<file path="config.mk">
export PLATFORM = sky130hd
export DESIGN_NAME = alu_share_arbiter_flat
export DESIGN_NICKNAME = d
export VERILOG_FILES = /design/src/rtl/alu_share_arbiter_if.sv /design/src/rtl/alu_share_arbiter.sv /design/src/flat_wrapper.sv
export SDC_FILE = /design/constraint.sdc
export NUM_CORES = 2
export LEC_CHECK = 0
export ABC_CLOCK_PERIOD_IN_PS = 25400
export CORE_MARGIN = 5
export CORE_UTILIZATION = 40
export DETAILED_ROUTE_END_ITERATION = 12
export PLACE_DENSITY_LB_ADDON = 0.08
export SYNTH_ARGS = -nofsm -noshare
export SYNTH_HDL_FRONTEND = slang
export SYNTH_SLANG_ARGS = --single-unit
export TNS_END_PERCENT = 1
</file>
<file path="constraint.sdc">
create_clock -name clk_i -period 25.4 [get_ports clk_i]
set_input_delay 5.08 -clock clk_i [delete_from_list [all_inputs] [get_ports clk_i]]
set_output_delay 5.08 -clock clk_i [all_outputs]
set_load 0.005 [all_outputs]
</file>
<file path="src/rtl/alu_share_arbiter_if.sv">
// Request/response bundle between two requesters and the shared ALU arbiter.
// Lane n of every packed array belongs to requester n.
interface alu_share_arbiter_if #(
  parameter int NUM_LANES = 2,
  parameter int VEC_W     = 32
);
  logic [NUM_LANES-1:0]            req_valid_i;
  logic [NUM_LANES-1:0]            req_ready_o;
  logic [NUM_LANES-1:0][VEC_W-1:0] req_data1_i;
  logic [NUM_LANES-1:0][VEC_W-1:0] req_data2_i;
  logic [NUM_LANES-1:0][2:0]       req_ctrl_i;
  logic [NUM_LANES-1:0]            rsp_valid_o;
  logic [NUM_LANES-1:0]            rsp_ready_i;
  logic [NUM_LANES-1:0][VEC_W-1:0] rsp_data_o;
  logic [NUM_LANES-1:0]            rsp_zero_o;
  logic [NUM_LANES-1:0]            rsp_err_o;

  modport master (
    output req_valid_i, req_data1_i, req_data2_i, req_ctrl_i, rsp_ready_i,
    input  req_ready_o, rsp_valid_o, rsp_data_o, rsp_zero_o, rsp_err_o
  );

  modport slave (
    input  req_valid_i, req_data1_i, req_data2_i, req_ctrl_i, rsp_ready_i,
    output req_ready_o, rsp_valid_o, rsp_data_o, rsp_zero_o, rsp_err_o
  );
endinterface

</file>
<file path="src/rtl/alu_share_arbiter.sv">
// Round-robin arbiter sharing one ADD/SUB/OR/AND/MUL ALU between two
// requesters, with a multi-cycle MUL and one registered response slot each.
module alu_rsp_slot #(
  parameter int VEC_W = 32
) (
  input  logic             clk_i,
  input  logic             rst_i,
  input  logic             wr,
  input  logic             rd,
  input  logic [VEC_W-1:0] wr_data,
  input  logic             wr_zero,
  input  logic             wr_err,
  output logic             vld,
  output logic [VEC_W-1:0] data,
  output logic             zero,
  output logic             err
);
  // A write wins over a consume so back-to-back results keep the slot full.
  always_ff @(posedge clk_i) begin
    if (rst_i) begin
      vld  <= 1'b0;
      data <= '0;
      zero <= 1'b0;
      err  <= 1'b0;
    end else if (wr) begin
      vld  <= 1'b1;
      data <= wr_data;
      zero <= wr_zero;
      err  <= wr_err;
    end else if (rd) begin
      vld  <= 1'b0;
    end
  end
endmodule

module alu_share_arbiter #(
  parameter int MUL_LAT = 3
) (
  input  logic                 clk_i,
  input  logic                 rst_i,
  alu_share_arbiter_if.slave   bus
);
  localparam int NUM_LANES = 2;
  localparam int VEC_W     = 32;
  localparam logic [2:0] OP_ADD = 3'b010, OP_SUB = 3'b110, OP_OR = 3'b001,
                         OP_AND = 3'b000, OP_MUL = 3'b100;
  localparam logic [3:0] CNT_INIT = 4'(MUL_LAT - 1);

  typedef enum logic {IDLE, BUSY} state_t;

  state_t                          state;
  logic [3:0]                      cnt;
  logic                            last;
  logic [VEC_W-1:0]                mul_a, mul_b;
  logic                            mul_id;

  logic [NUM_LANES-1:0]            elig, grant, wr;
  logic                            acc, gid, go_busy, mul_done;
  logic [2:0]                      gop;
  logic [VEC_W-1:0]                ga, gb, alu_res, wr_data;
  logic                            alu_err, wr_err, wr_zero;

  logic [NUM_LANES-1:0]            rsp_valid, rsp_zero, rsp_err;
  logic [NUM_LANES-1:0][VEC_W-1:0] rsp_data;

  always_comb begin
    elig = '0;
    for (int n = 0; n < NUM_LANES; n++)
      elig[n] = !rst_i && (state == IDLE) && bus.req_valid_i[n] &&
                (!rsp_valid[n] || bus.rsp_ready_i[n]);
    grant = (&elig) ? (last ? 2'b01 : 2'b10) : elig;
  end

  assign acc = |grant;
  assign gid = grant[1];
  assign gop = bus.req_ctrl_i[gid];
  assign ga  = bus.req_data1_i[gid];
  assign gb  = bus.req_data2_i[gid];

  always_comb begin
    alu_res = '0;
    alu_err = 1'b0;
    case (gop)
      OP_ADD:  alu_res = ga + gb;
      OP_SUB:  alu_res = ga - gb;
      OP_OR:   alu_res = ga | gb;
      OP_AND:  alu_res = ga & gb;
      OP_MUL:  alu_res = ga * gb;
      default: alu_err = 1'b1;
    endcase
  end

  // With MUL_LAT == 1 the product goes straight to the slot like any other op.
  assign go_busy  = acc && (gop == OP_MUL) && (MUL_LAT > 1);
  assign mul_done = (state == BUSY) && (cnt == 4'd1);

  always_comb begin
    wr      = '0;
    wr_data = '0;
    wr_err  = 1'b0;
    if (mul_done) begin
      wr[mul_id] = 1'b1;
      wr_data    = mul_a * mul_b;
    end else if (acc && !go_busy) begin
      wr      = grant;
      wr_data = alu_res;
      wr_err  = alu_err;
    end
  end
  assign wr_zero = !wr_err && (wr_data == '0);

  always_ff @(posedge clk_i) begin
    if (rst_i) begin
      state  <= IDLE;
      cnt    <= '0;
      last   <= 1'b1;
      mul_a  <= '0;
      mul_b  <= '0;
      mul_id <= 1'b0;
    end else begin
      case (state)
        IDLE: if (acc) begin
          last <= gid;
          if (go_busy) begin
            state  <= BUSY;
            cnt    <= CNT_INIT;
            mul_a  <= ga;
            mul_b  <= gb;
            mul_id <= gid;
          end
        end
        BUSY: begin
          cnt <= cnt - 4'd1;
          if (cnt == 4'd1) state <= IDLE;
        end
        default: state <= IDLE;
      endcase
    end
  end

  for (genvar n = 0; n < NUM_LANES; n++) begin : g_slot
    alu_rsp_slot #(.VEC_W(VEC_W)) u_slot (
      .clk_i   (clk_i),
      .rst_i   (rst_i),
      .wr      (wr[n]),
      .rd      (bus.rsp_ready_i[n]),
      .wr_data (wr_data),
      .wr_zero (wr_zero),
      .wr_err  (wr_err),
      .vld     (rsp_valid[n]),
      .data    (rsp_data[n]),
      .zero    (rsp_zero[n]),
      .err     (rsp_err[n])
    );
  end

  assign bus.req_ready_o = grant;
  assign bus.rsp_valid_o = rsp_valid;
  assign bus.rsp_data_o  = rsp_data;
  assign bus.rsp_zero_o  = rsp_zero;
  assign bus.rsp_err_o   = rsp_err;
endmodule

</file>
<file path="src/flat_wrapper.sv">
// flat-port wrapper written by rule: the top's interface ports become plain ports
module alu_share_arbiter_flat 
#(
  parameter int MUL_LAT = 3
)
  (clk_i, rst_i, bus_req_valid_i, bus_req_data1_i, bus_req_data2_i, bus_req_ctrl_i, bus_rsp_ready_i, bus_req_ready_o, bus_rsp_valid_o, bus_rsp_data_o, bus_rsp_zero_o, bus_rsp_err_o);
  alu_share_arbiter_if bus_i ();
  input  logic clk_i;
  input  logic rst_i;
  input wire logic [$bits(bus_i.req_valid_i)-1:0] bus_req_valid_i;
  input wire logic [$bits(bus_i.req_data1_i)-1:0] bus_req_data1_i;
  input wire logic [$bits(bus_i.req_data2_i)-1:0] bus_req_data2_i;
  input wire logic [$bits(bus_i.req_ctrl_i)-1:0] bus_req_ctrl_i;
  input wire logic [$bits(bus_i.rsp_ready_i)-1:0] bus_rsp_ready_i;
  output wire logic [$bits(bus_i.req_ready_o)-1:0] bus_req_ready_o;
  output wire logic [$bits(bus_i.rsp_valid_o)-1:0] bus_rsp_valid_o;
  output wire logic [$bits(bus_i.rsp_data_o)-1:0] bus_rsp_data_o;
  output wire logic [$bits(bus_i.rsp_zero_o)-1:0] bus_rsp_zero_o;
  output wire logic [$bits(bus_i.rsp_err_o)-1:0] bus_rsp_err_o;
  assign bus_i.req_valid_i = bus_req_valid_i;
  assign bus_i.req_data1_i = bus_req_data1_i;
  assign bus_i.req_data2_i = bus_req_data2_i;
  assign bus_i.req_ctrl_i = bus_req_ctrl_i;
  assign bus_i.rsp_ready_i = bus_rsp_ready_i;
  assign bus_req_ready_o = bus_i.req_ready_o;
  assign bus_rsp_valid_o = bus_i.rsp_valid_o;
  assign bus_rsp_data_o = bus_i.rsp_data_o;
  assign bus_rsp_zero_o = bus_i.rsp_zero_o;
  assign bus_rsp_err_o = bus_i.rsp_err_o;
  alu_share_arbiter #(.MUL_LAT(MUL_LAT)) u_core (.clk_i(clk_i), .rst_i(rst_i), .bus(bus_i));
endmodule
</file>
==> results by group <==
Global route
  • GRT Residual Overflow: 0
  • Pin count of the biggest net entering global routing: 106
  • Initial antenna violation count: 2
  • Gr usage total: 25.96%
  • First-pass GRT wire length: 142400 um
  • Vias in the first global route: 23610

Worst setup path
  • Bufs and invs on worst path: 4
  • CP Class: input pin to output pin
  • R2r setup slk: 16.11 ns
  • CP Capture Type: output pin
  • Critical Path, Cell by Cell: clkdlybuf4s50_1 -> nand2b_1 -> o211a_1 -> nand2_4 -> inv_2 -> buf_4 -> clkdlybuf4s50_1
  • Cell mode on critical path: clkdlybuf4s50_1
  • Critical Path Slowest Stage Cell: clkdlybuf4s50_1
  • Crit path arrival time: 7.66 ns
  • CP delay by family, top: buffers and inverters
  • Data required time of the worst path: 20.32 ns
  • Crit start category: input pin
  • Crit path largest cell delay: 0.64 ns
  • Worst-path maximum fanout: 44

Detailed routing
  • Post-route DRC: 0
  • DR vias: 22160
  • Post-route ant nets: 0
  • Routed WL per cell: 21.99 um
  • Vias/cell: 5.335
  • DR pass1 iterations: 5
  • Final WL: 91350 um
  • Initial DRC count: 1192

STA
  • F_max: 0.07847 GHz
  • Tightest Pin Transition: 1.187 ns
  • Clock skew: 0.01535 ns
  • Setup violators final: 0
  • Fin crit period: 12.74 ns
  • Setup_tns: 0 ns
  • Unrepaired setup endpoints after global routing: no
  • Endpoints failing hold: 0
  • Post-route clock period utilization: 50.17%
  • Pins Over Slew Limit: 0
  • Relative slew slack: 20.88%

CTS
  • CTS tree: built
  • CTS HTree Levels: 4
  • Worst skew pair latency: 0.45 ns
  • Clock Tree Root: clkbuf_16
  • Post-CTS Setup Bufs: 0
  • CTS resizes: 0
  • Reg clk slew, reported paths: 0.07 ns
  • # hold bufs at CTS: 0
  • Clock sinks: 141
  • Clock Path Buffers: 2
  • CTS buffer count: 17

Die
  • Starting Density: 40.45%
  • IO Count: 212
  • Die area: 70400 sq um
  • Die width: 265.3 um
  • Core box area: 64460 sq um
  • Die Y: 265.3 um
  • # rows: 93

Pwr
  • Worst vdd rail ir drop: 0.04944 mV
  • Cell area power density: 28.68 nW/um^2
  • Total power: 0.8412 mW
  • P_leak: 13.58 nW

Placement
  • I/O Buffers: 211
  • RD Place Congestion: 0.9701
  • DP HPWL: 73850 um

Synth
  • Leading area contributor after synthesis: fa_1
  • Ys async rst share: 0%
  • Mapped Area: 26080 sq um
  • YS warnings: 0
  • Synthesized flop and latch total: 141
  • Post-synth top area share: 31.40%
  • Synth cell types: 84
  • Seq/Total Area, Yosys: 10.82%
  • Syn Area/Cell: 8.066 sq um
  • Syn Inst Count: 3233
  • Ranking of synthesized cells by area: fa_1 (31%), dfxtp_1 (11%), inv_1 (7.9%)
  • EDFF count, synth: 0
  • Syn nets: 3943
  • Top FF cell, synth: dfxtp_1

Worst hold path
  • Hold WC Path Type: flip-flop to flip-flop

Outcome
  • Status: complete, no violations

Cells and area
  • Commonest non-fill, non-tap cells in the layout: inv_1 (549), nand2_1 (525), fa_1 (409)
  • Share of cells above drive strength 1: 3.518%
  • Area Overhead vs Synth: 12.49%
  • Most common cell after layout, fill and taps aside: inv_1
  • Filler cells: 6556
  • Net count, final: 3994

Job
  • Max-Cap Viols: 0
==> report_power, final <==
group / internal (mW) / switching, mW
logic: 0.128 / 0.198
clock network: 0.149 / 0.115
registers: 0.234 / 0.0179
total: 0.511 / 0.330
==> stage by stage <==
stage	cell area, sq um	worst slack (ns)	std cells	utilization, %	hold slack (ns)
2_1_floorplan	26080	13.17	3233	-	0.4323
3_5_place_dp	28730	12.41	4120	44.57	0.4622
5_1_grt	29330	12.36	4154	45.50	0.4875
3_3_place_gp	28730	12.66	4120	44.57	0.4608
4_1_cts	29330	12.65	4152	45.50	0.4729
6_report	29330	12.66	4154	45.50	0.4702
==> synthesized netlist by cell type, types with 7 or more instances <==
| cell | number |
|---|---|
| buf_1 | 11 |
| inv_1 | 549 |
| clkbuf_1 | 196 |
| a211oi_1 | 129 |
| o211ai_1 | 8 |
| nand2_1 | 525 |
| fa_1 | 409 |
| a31oi_1 | 13 |
| nand4_1 | 17 |
| xor2_1 | 28 |
| o22ai_1 | 12 |
| mux2i_1 | 72 |
| nand3_1 | 36 |
| nor4_1 | 10 |
| and2_1 | 137 |
| a21oi_1 | 87 |
| buf_2 | 7 |
| o21bai_1 | 7 |
| nand2b_1 | 13 |
| or3_1 | 7 |
| o31ai_1 | 9 |
| nor2b_1 | 10 |
| nor3_1 | 46 |
| dfxtp_1 | 141 |
| and3_1 | 11 |
| xnor2_1 | 98 |
| nor2_1 | 221 |
| o31a_1 | 7 |
| maj3_1 | 35 |
| ha_1 | 161 |
| buf_4 | 8 |
| a21o_1 | 24 |
| nand3b_1 | 8 |
| o21a_1 | 11 |
| o21ai_0 | 52 |
| clkinv_1 | 10 |
==> final timing paths <==
path / cells after the start / start / endpoint
hold / removal: 2 / u_core.g_slot[0].u_slot.err / u_core.g_slot[0].u_slot.err
setup / recovery: 7 / bus_rsp_ready_i[1] / bus_req_ready_o[1]
setup reg to reg: 28 / u_core.mul_b[8] / u_core.g_slot[1].u_slot.zero
hold reg to reg: 2 / u_core.g_slot[0].u_slot.err / u_core.g_slot[0].u_slot.err
==> cell type report <==
class / count / area (sq um) / area share (%)
Clock buffer: 18 / 439.2 / 1.497
Timing Repair Buffer: 260 / 2477 / 8.445
Clock inverter: 14 / 156.4 / 0.5332
Antenna cell: 2 / 5.005 / 0.01706
Inverter: 560 / 2102 / 7.166
Tap cell: 855 / 1070 / 3.647
Sequential cell: 141 / 2826 / 9.635
Multi-Input combinational cell: 2304 / 20260 / 69.06
==> routing by layer <==
metal,routed length (um),GRT usage (%),vias to the layer above
met1,41060,35.74,11200
met3,4206,2.238,100
met5,0,0,-
met4,2469,7.315,0
met2,43610,44.09,626
li1,-,-,10240
==> worst register-to-register path, delay by kind of cell, from the launching register on <==
family	cells	cell delay, ns
simple gates	4	0.88
buf+inv	6	0.62
fa+ha+maj	9	4.34
flops	1	0.85
compound gates	9	2.52
==> sequential cells by signal (all words and copies together) (netlist names) <==
register and count:
u_core.cnt 4, u_core.state 1, u_core.mul_b 32, u_core.last 1, u_core.g_slot.u_slot.err 2, u_core.g_slot.u_slot.vld 2
u_core.g_slot.u_slot.zero 2, u_core.mul_a 32, u_core.g_slot.u_slot.data 64, u_core.mul_id 1
==> logic make-up after synthesis <==
group / share of synthesized area (%)
DFF: 10.82
AOI/OAI and AO/OA: 11.02
buffers and inverters: 11.66
xor gates and xnor gates: 4.232
muxes: 2.999
and+or+nand+nor: 18.79
adders and majority gates: 40.47
Note: power is estimated with default switching activity, not from simulation.
